--- src/rtl/qbu_rx_arbiter.sv ---
// ---------------------------------------------------------------------------
// qbu_rx_arbiter
//
// Frame-atomic arbiter for the 802.3br receive path. Merges the express MAC
// (eMAC) receive buffer stream and the preemptable MAC (pMAC) reassembly
// stream into one AXI-stream toward the switch core.
//
// eMAC has strict priority at frame boundaries. A starvation counter makes
// sure pMAC is granted after STARVE_LIMIT consecutive eMAC grants taken while
// pMAC was waiting. One output register stage gives one beat per cycle
// inside a frame.
//
// Ports
//   i_clk, i_rst                       clock, asynchronous active-high reset
//   i_emac_* / o_emac_ready            eMAC beat (data/user/keep/last/valid)
//   i_emac_no_empty                    eMAC buffer has a frame (early request)
//   i_pmac_* / o_pmac_ready            pMAC beat (data/user/keep/last/valid)
//   o_data/o_user/o_keep/o_last/o_valid merged output beat
//   o_src                              0 = eMAC beat, 1 = pMAC beat
//   i_ready                            downstream accept
//   o_emac_frm_cnt / o_pmac_frm_cnt    frames forwarded per source (wrapping)
//   o_busy                             arbiter is not idle
// ---------------------------------------------------------------------------
module qbu_rx_arbiter #(
    parameter int DWIDTH       = 8,
    parameter int STARVE_LIMIT = 4
) (
    input  logic                  i_clk,
    input  logic                  i_rst,
    input  logic [DWIDTH-1:0]     i_emac_data,
    input  logic [15:0]           i_emac_user,
    input  logic [DWIDTH/8-1:0]   i_emac_keep,
    input  logic                  i_emac_last,
    input  logic                  i_emac_valid,
    output logic                  o_emac_ready,
    input  logic                  i_emac_no_empty,
    input  logic [DWIDTH-1:0]     i_pmac_data,
    input  logic [15:0]           i_pmac_user,
    input  logic [DWIDTH/8-1:0]   i_pmac_keep,
    input  logic                  i_pmac_last,
    input  logic                  i_pmac_valid,
    output logic                  o_pmac_ready,
    output logic [DWIDTH-1:0]     o_data,
    output logic [15:0]           o_user,
    output logic [DWIDTH/8-1:0]   o_keep,
    output logic                  o_last,
    output logic                  o_valid,
    output logic                  o_src,
    input  logic                  i_ready,
    output logic [15:0]           o_emac_frm_cnt,
    output logic [15:0]           o_pmac_frm_cnt,
    output logic                  o_busy
);

    localparam logic [7:0] LIMIT = 8'(STARVE_LIMIT);

    typedef enum logic [1:0] {IDLE, EMAC, PMAC} state_t;

    state_t               state_q, state_d;
    logic [7:0]           starve_q, starve_d;
    logic                 seen_q, seen_d;
    logic                 busy_q;

    logic [DWIDTH-1:0]    data_q;
    logic [15:0]          user_q;
    logic [DWIDTH/8-1:0]  keep_q;
    logic                 last_q;
    logic                 valid_q;
    logic                 src_q;
    logic [15:0]          ecnt_q;
    logic [15:0]          pcnt_q;

    logic e_req, p_req, out_free;
    logic emac_acc, pmac_acc, accept;

    assign e_req    = i_emac_valid | i_emac_no_empty;
    assign p_req    = i_pmac_valid;

    // The output register can take a new beat when it is empty or being
    // drained this cycle; this is what makes backpressure combinational.
    assign out_free     = !valid_q | i_ready;
    assign o_emac_ready = (state_q == EMAC) & out_free;
    assign o_pmac_ready = (state_q == PMAC) & out_free;

    assign emac_acc = i_emac_valid & o_emac_ready;
    assign pmac_acc = i_pmac_valid & o_pmac_ready;
    assign accept   = emac_acc | pmac_acc;

    always_ff @(posedge i_clk or posedge i_rst) begin
        if (i_rst) begin
            state_q  <= IDLE;
            starve_q <= 8'd0;
            seen_q   <= 1'b0;
            busy_q   <= 1'b0;
        end else begin
            state_q  <= state_d;
            starve_q <= starve_d;
            seen_q   <= seen_d;
            busy_q   <= (state_d != IDLE);
        end
    end

    // seen tracks whether any beat of the granted eMAC frame was taken; an
    // eMAC grant that never saw a beat is released once the early request
    // (no_empty) and valid both go away.
    always_comb begin
        state_d  = state_q;
        starve_d = starve_q;
        seen_d   = seen_q;
        case (state_q)
            IDLE: begin
                seen_d = 1'b0;
                if (p_req && (starve_q == LIMIT)) begin
                    state_d  = PMAC;
                    starve_d = 8'd0;
                end else if (e_req) begin
                    state_d = EMAC;
                    if (p_req)
                        starve_d = (starve_q < LIMIT) ? starve_q + 8'd1 : LIMIT;
                    else
                        starve_d = 8'd0;
                end else if (p_req) begin
                    state_d  = PMAC;
                    starve_d = 8'd0;
                end
            end
            EMAC: begin
                if (emac_acc)
                    seen_d = 1'b1;
                if (emac_acc && i_emac_last)
                    state_d = IDLE;
                else if (!seen_q && !i_emac_valid && !i_emac_no_empty)
                    state_d = IDLE;
            end
            PMAC: begin
                if (pmac_acc && i_pmac_last)
                    state_d = IDLE;
            end
            default: state_d = IDLE;
        endcase
    end

    // Output beat register: loads on accept, otherwise drains on i_ready and
    // holds every field while stalled.
    always_ff @(posedge i_clk or posedge i_rst) begin
        if (i_rst) begin
            data_q  <= '0;
            user_q  <= '0;
            keep_q  <= '0;
            last_q  <= 1'b0;
            valid_q <= 1'b0;
            src_q   <= 1'b0;
        end else if (accept) begin
            data_q  <= pmac_acc ? i_pmac_data : i_emac_data;
            user_q  <= pmac_acc ? i_pmac_user : i_emac_user;
            keep_q  <= pmac_acc ? i_pmac_keep : i_emac_keep;
            last_q  <= pmac_acc ? i_pmac_last : i_emac_last;
            src_q   <= pmac_acc;
            valid_q <= 1'b1;
        end else if (valid_q && i_ready) begin
            valid_q <= 1'b0;
        end
    end

    always_ff @(posedge i_clk or posedge i_rst) begin
        if (i_rst) begin
            ecnt_q <= 16'd0;
            pcnt_q <= 16'd0;
        end else if (valid_q && i_ready && last_q) begin
            if (src_q)
                pcnt_q <= pcnt_q + 16'd1;
            else
                ecnt_q <= ecnt_q + 16'd1;
        end
    end

    assign o_data         = data_q;
    assign o_user         = user_q;
    assign o_keep         = keep_q;
    assign o_last         = last_q;
    assign o_valid        = valid_q;
    assign o_src          = src_q;
    assign o_emac_frm_cnt = ecnt_q;
    assign o_pmac_frm_cnt = pcnt_q;
    assign o_busy         = busy_q;

endmodule
--- config.mk ---
export PLATFORM = sky130hd
export DESIGN_NAME = qbu_rx_arbiter
export DESIGN_NICKNAME = d
export VERILOG_FILES = /design/src/rtl/qbu_rx_arbiter.sv
export SDC_FILE = /design/constraint.sdc
export NUM_CORES = 1
export LEC_CHECK = 0
export ABC_AREA = 1
export ABC_CLOCK_PERIOD_IN_PS = 2900
export BUFFER_PORTS_ARGS = -buffer_cell sky130_fd_sc_hd__buf_4
export CORE_MARGIN = 4
export CORE_UTILIZATION = 55
export DETAILED_ROUTE_END_ITERATION = 10
export PLACE_DENSITY = 0.86
export SYNTH_ARGS = -nofsm -noshare
export SYNTH_HDL_FRONTEND = slang
export SYNTH_SLANG_ARGS = --single-unit
--- constraint.sdc ---
create_clock -name i_clk -period 2.9 [get_ports i_clk]
set_input_delay 0.145 -clock i_clk [delete_from_list [all_inputs] [get_ports i_clk]]
set_output_delay 0.145 -clock i_clk [all_outputs]
set_load 0.02 [all_outputs]
==> results.py, run 1 <==
metrics = {
    "layout": {
        "seqCellArea_um2": 1802,
        "nNetsFinal": 665,
        "finalNonFillerCells": 685,
        "syn2layout_area_growth_pct": 33.73,
        "diodes": 0,
        "multi_input_comb_area_um2": 1568,
        "post_route_cells_drive_above_1_share_pct": 24.51,
        "fillers": 468,
    },
    "place": {
        "io_buffers": 120,
        "dp_hpwl_mm": 6.856,
        "gp_congestion": 0.8489,
        "placed_cells": 668,
        "dp_slack_ns": 1.127,
    },
    "synthesis": {
        "yosysMostFrequentCell": "nand2_1",
        "synthArstFlopShare_pct": 100.0,
        "yosysTopAreaCellShare_pct": 49.26,
        "synth.avg_cell_area_um2": 7.651,
        "synth_fp_nets": 540,
        "syn_area_um2": 3657,
        "yosysWarnings": 0,
        "synth_edf_count": 0,
        "synthesis.instances": 478,
        "synthTopCellsByArea": "dfrtp_1 49%, nand2_1 16%, o21ai_0 7.4%",
        "yosys-top-cells-count": "157 x nand2_1, 72 x dfrtp_1, 63 x inv_1",
        "yosys_most_used_dff": "dfrtp_1",
        "synth_cell_types": 24,
        "ys_seq_area_share_pct": 49.26,
        "yosysTopAreaCell": "dfrtp_1",
        "synth_seq_cells": 72,
    },
    "critical_path": {
        "worstSetupEndpointType": "flip-flop",
        "ff2ff_path_depth": 6,
        "timing.rr.end": "o_last",
        "critical_path_class": "flip-flop to flip-flop",
        "ff2ff_setup_slack_ns": 1.10,
        "arrival_ns": 2.01,
        "r2r-start": "state_q[1]",
        "critPathMaxFanout": 27,
        "cp.required_ns": 3.12,
        "startpoint_type": "flip-flop",
    },
    "grt": {
        "track_usage_pct": 23.45,
        "grt_pass1_vias": 3472,
        "grt_max_degree": 41,
        "antenna_found_initial": 0,
        "grt_pass1_wl_mm": 14.92,
        "grt-ovfl-total": 0,
    },
    "sta": {
        "rsz0062_at_grt": "no",
        "fin_setup_tns_ns": 0,
        "setup_viol_count_final": 0,
        "max_slew.worst_pin.slew_ns": 0.6873,
        "hold_viol_final": 0,
        "min_period_over_period_pct": 61.95,
        "fin_skew_ns": 0.008738,
        "fin_ws_ns": 1.104,
        "fmax_mhz": 556.6,
        "period_needed_ns": 1.796,
        "report.final.slew_viol_count": 0,
        "maxSlewHeadroom_pct": 54.11,
    },
    "power": {
        "leakagePower_uw": 0.002629,
        "power_uw": 3919,
        "ir_drop_mv": 0.7591,
        "cellPowerDensity_nw_per_um2": 801.3,
    },
    "detailed_routing": {
        "vias": 3524,
        "detail_route.wl_per_cell_um": 13.31,
        "antenna_left": 0,
        "avgViaCountPerCell": 5.145,
        "post-route-drc-count": 0,
        "wl_mm": 9.116,
        "firstDrtPassIters": 5,
        "drtIter0Drc": 137,
    },
    "min_path": {
        "hp-start": "i_pmac_data[4]",
        "hold_end": "o_data[4]",
        "hold_depth": 3,
        "hp-class": "input port to flip-flop",
    },
    "clock_network": {
        "cts_made_buffers": 9,
        "cts_root_buf": "clkbuf_8",
        "cts_setup_buffers": 0,
        "cts_buffer_depth": 2,
        "cts_hold_buffers": 1,
        "clkLatencyLatePin_ns": 0.34,
        "cts_sinks": 72,
        "clkTransAtPathRegs_ns": 0.08,
        "cts_resized": 0,
        "cts_tree": "done",
        "h-tree-depth": 3,
    },
    "die": {
        "die-area_um2": 8018,
        "fp.dieW_um": 89.55,
        "io_pins": 121,
        "die_h_um": 89.55,
        "rows": 29,
        "initial_core_util_pct": 57.27,
        "design.core.area_um2": 6386,
    },
    "job": {
        "drv_cap": 0,
    },
    "status": {
        "status": "complete, no violations",
    },
}
[cell families (layout without fill, tap and decap cells)]
| group | after synthesis | after routing | synth area share (%) |
|---|---|---|---|
| xor+xnor | 15 | 15 | 3.592 |
| flops | 72 | 72 | 49.26 |
| buf+inv | 74 | 204 | 7.869 |
| simple gates | 255 | 255 | 29.94 |
| fa+ha+maj | 4 | 4 | 1.369 |
| compound gates | 58 | 58 | 7.971 |
[metal layers]
| layer | GRT usage, % | vias up | wire (um) | share of wire, % |
|---|---|---|---|---|
| li1 | - | 1759 | - | - |
| met3 | 5.069 | 17 | 673 | 7.4 |
| met4 | 8.390 | 0 | 161 | 1.8 |
| met5 | 0 | - | 0 | 0 |
| met2 | 39.83 | 135 | 4421 | 48 |
| met1 | 29.36 | 1613 | 3860 | 42 |
[layout by cell type, fill, tap and decap left out, types with 2 or more instances in the layout]
master      Yosys  final
nand4_1        12     12
inv_2           2      3
nor2_1         46     46
nand3_2         2      2
o21ai_0        54     54
dfrtp_1        72     72
xor2_1          5      5
bufinv_16       0      3
nand2_1       157    157
nand3b_1        4      4
clkbuf_8        0      9
nand3_1        21     21
inv_1          63     62
nand4_2         3      3
nor3_1          6      6
buf_4           2    121
xnor2_1        10     10
a21oi_1         2      2
ha_1            4      4
clkinvlp_4      0      2
nor2_4          2      2
[flip-flops by register name, indices dropped and copies added (netlist names)]
name,count
starve_q,8
seen_q,1
o_pmac_frm_cnt,16
o_busy,1
o_user,16
o_keep,1
state_q,2
o_src,1
o_last,1
o_emac_frm_cnt,16
o_data,8
o_valid,1
[critical path, stage by stage (launching register included)]
cell     delay (ns)
dfrtp_1        0.43
nor2_1         0.24
nand3_2        0.38
nand2_1        0.22
inv_2          0.20
nand2_1        0.11
nand3_1        0.07
[power breakdown]
group / internal, uW / switching (uW)
logic: 576 / 869
clock network: 573 / 387
registers: 1270 / 241
total: 2420 / 1500
[final cells by class]
class	instances	share of cell area (%)
multi-input cells	332	32.05
clock inverters	7	2.430
clock buffers	9	2.533
inverters	65	4.988
well taps	77	1.970
repair buffers	123	19.19
flip-flops and latches	72	36.84
[through the flow]
step / util, % / instance area [um2] / hold slack (ns)
2_1_floorplan: - / 3657 / 0.2923
3_3_place_gp: 72.63 / 4638 / 0.3045
3_5_place_dp: 72.63 / 4638 / 0.3013
4_1_cts: 76.59 / 4891 / 0.02973
5_1_grt: 76.59 / 4891 / 0.02643
6_report: 76.59 / 4891 / 0.03471
[worst max-delay path by stage]
| stage | startpoint | to | slack (ns) | cells past startpoint |
|---|---|---|---|---|
| detailed placement | state_q[1] | o_last | 1.13 | 6 |
| global route | state_q[1] | o_last | 0.87 | 6 |
| global placement | o_valid | o_user[4] | 1.25 | 5 |
| floorplan | i_rst | o_busy | 0.93 | 1 |
| CTS | state_q[1] | o_last | 1.11 | 6 |
| finish | state_q[1] | o_last | 1.10 | 6 |
(Power assumes the default switching activity.)
==> run 2: changes to the inputs <==
--- a/config.mk
+++ b/config.mk
@@ -6,12 +6,12 @@
 export NUM_CORES = 1
 export LEC_CHECK = 0
 export ABC_AREA = 1
-export ABC_CLOCK_PERIOD_IN_PS = 2900
+export ABC_CLOCK_PERIOD_IN_PS = 1600
 export BUFFER_PORTS_ARGS = -buffer_cell sky130_fd_sc_hd__buf_4
 export CORE_MARGIN = 4
-export CORE_UTILIZATION = 55
+export CORE_UTILIZATION = 46
 export DETAILED_ROUTE_END_ITERATION = 10
-export PLACE_DENSITY = 0.86
+export PLACE_DENSITY = 0.77
 export SYNTH_ARGS = -nofsm -noshare
 export SYNTH_HDL_FRONTEND = slang
 export SYNTH_SLANG_ARGS = --single-unit
==> constraint.sdc (replaced) <==
create_clock -name i_clk -period 1.6 [get_ports i_clk]
set_input_delay 0.08 -clock i_clk [delete_from_list [all_inputs] [get_ports i_clk]]
set_output_delay 0.08 -clock i_clk [all_outputs]
set_load 0.02 [all_outputs]
==> run 2 against run 1 <==
Against the previous run:
- design area rose by 5.7%
- non-clock buffer count rose by 31
- total power rose by 71%
- critical path type is now flip-flop to output pin
- sequential share of layout area fell by 2.0 points
- clock power rose by 28%
- routed wire length rose by 5.7%
- global-route usage fell by 1.9 points
- via count rose by 3.7%
- core utilization fell by 9.7 points
- first-iteration DRC count fell by 15%
- critical path depth fell by 2
- combinational power rose by 90%
==> results.py, run 2 (synthesis results as in run 1) <==
metrics = {
    "place": {
        "dp_hpwl_mm": 6.996,
        "gp_congestion": 0.8640,
        "io_buffers": 120,
        "placed_cell_area_um2": 4731,
    },
    "grt": {
        "grt_use_met2_pct": 34.13,
        "antenna_found_initial": 0,
        "grt_util_met1_pct": 26.54,
        "track_usage_pct": 21.56,
        "grt-ovfl-total": 0,
        "grt_use_met3_pct": 6.461,
        "grt_max_degree": 52,
        "grt_pass1_wl_mm": 16.86,
        "grt_pass1_vias": 3628,
        "gr-max-usage-layer": "met2",
    },
    "die": {
        "fp.dieW_um": 97.17,
        "die-area_um2": 9441,
        "io_pins": 121,
        "rows": 32,
        "initial_core_util_pct": 47.33,
        "die_h_um": 97.17,
        "design.core.area_um2": 7727,
    },
    "power": {
        "sw_frac_of_total_pct": 40.43,
        "seqPwrFrac_pct": 40.5,
        "ir_drop_mv": 0.7369,
        "intPower_uw": 3999,
        "cellPowerDensity_nw_per_um2": 1298,
        "clkPwrFrac_pct": 18.3,
        "leakagePower_uw": 0.002736,
        "p_sw_uw": 2714,
        "p_comb_share_pct": 41.1,
    },
    "status": {
        "status": "complete, no violations",
    },
    "critical_path": {
        "critical_path.cell_chain": "nand2_2 -> inv_1 -> nor2_1 -> buf_4",
        "cp.required_ns": 1.52,
        "ff2ff_setup_slack_ns": 0.14,
        "arrival_ns": 1.38,
        "cp_slowest_cell": "dfrtp_1",
        "worstSetupEndpointType": "output pin",
        "critPathBufInv": 2,
        "max_stage_delay_ns": 0.46,
        "cpLargestDelayFamily": "flip-flops",
        "critical_path_class": "flip-flop to output pin",
        "critPathMaxFanout": 6,
        "startpoint_type": "flip-flop",
    },
    "sta": {
        "report.final.slew_viol_count": 0,
        "max_slew.worst_pin.slew_ns": 0.5274,
        "min_period_over_period_pct": 91.00,
        "maxSlewHeadroom_pct": 64.77,
        "fin_skew_ns": 0.009119,
        "setup_viol_count_final": 0,
        "hold_viol_final": 0,
        "holdWs_ns": 0.01602,
        "fmax_mhz": 686.8,
        "period_needed_ns": 1.456,
        "fin_setup_tns_ns": 0,
        "rsz0062_at_grt": "no",
    },
    "layout": {
        "syn2layout_area_growth_pct": 41.36,
        "final_common_cell": "nand2_1",
        "diodes": 0,
        "post-route-util_pct": 66.90,
        "mostFrequentLayoutCells": "157 x nand2_1, 125 x buf_4, 72 x dfrtp_1",
        "post_route_cells_drive_above_1_share_pct": 24.41,
        "nNetsFinal": 696,
        "design_area_um2": 5170,
    },
    "detailed_routing": {
        "post-route-drc-count": 0,
        "wl_mm": 9.636,
        "vias": 3655,
        "antenna_left": 0,
        "drtIter0Drc": 117,
        "detail_route.wl_per_cell_um": 13.00,
        "firstDrtPassIters": 4,
        "avgViaCountPerCell": 4.933,
    },
    "clock_network": {
        "cts_sinks": 72,
        "h-tree-depth": 3,
        "clkTransAtPathRegs_ns": 0.07,
        "cts_buffer_depth": 2,
        "cts_tree": "done",
        "cts_root_buf": "clkbuf_8",
        "clkLatencyLatePin_ns": 0.34,
        "cts_made_buffers": 9,
        "cts_setup_buffers": 0,
    },
    "job": {
        "drv_cap": 0,
    },
    "min_path": {
        "hp-class": "input port to flip-flop",
    },
}
==> run 2: tightest hold or removal path: cells and delay by family <==
family                 cells  cell delay, ns
buffers and inverters      1            0.09
AND/OR/NAND/NOR            2            0.16
==> run 2: final timing paths <==
check,start,end,cells past startpoint
max in group asynchronous,i_rst,starve_q[4],4
min,i_pmac_last,o_last,3
max,o_valid,o_pmac_ready,4
min in group asynchronous,i_rst,o_emac_frm_cnt[10],3
min reg2reg,o_user[15],o_user[15],2
max reg2reg,state_q[1],o_keep,6
==> run 2: cell type report <==
| cell class | instances | area [um2] |
|---|---|---|
| fill | 613 | 2557 |
| sequential | 72 | 1802 |
| clock buffer | 10 | 127.6 |
| multi-input combinational | 332 | 1573 |
| timing repair buffer | 154 | 1254 |
| tap | 102 | 127.6 |
| inverter | 65 | 250.2 |
| clock inverter | 6 | 36.28 |
==> run 2: routing by layer <==
metal | vias to the layer above | share of wire, %
li1 | 1817 | -
met2 | 136 | 46
met5 | - | 0
met1 | 1672 | 42
met4 | 0 | 3.7
met3 | 30 | 8.1
==> run 2: stage by stage <==
stage	setup WS (ns)	total power (uW)	instances
after floorplan	0.1841	4222	478
after global placement	0.1804	5359	699
after detailed placement	0.1005	5442	699
after CTS	0.08378	6738	741
after global routing	0.004844	7203	741
final	0.1440	6712	741
==> run 2: power by group through the flow <==
stage,logic [uW],registers [uW],clock network (uW)
CTS,2760,2720,1260
detailed placement,2720,2730,0
global route,3060,2800,1350
finish,2760,2720,1230
floorplan,1020,3200,0
global placement,2630,2730,0
==> run 2: repair_timing <==
item                       CTS  global route
setup endpoints to repair    0            29
hold endpoints to repair    44             0
gates resized for setup      0             6
hold buffers                26             0
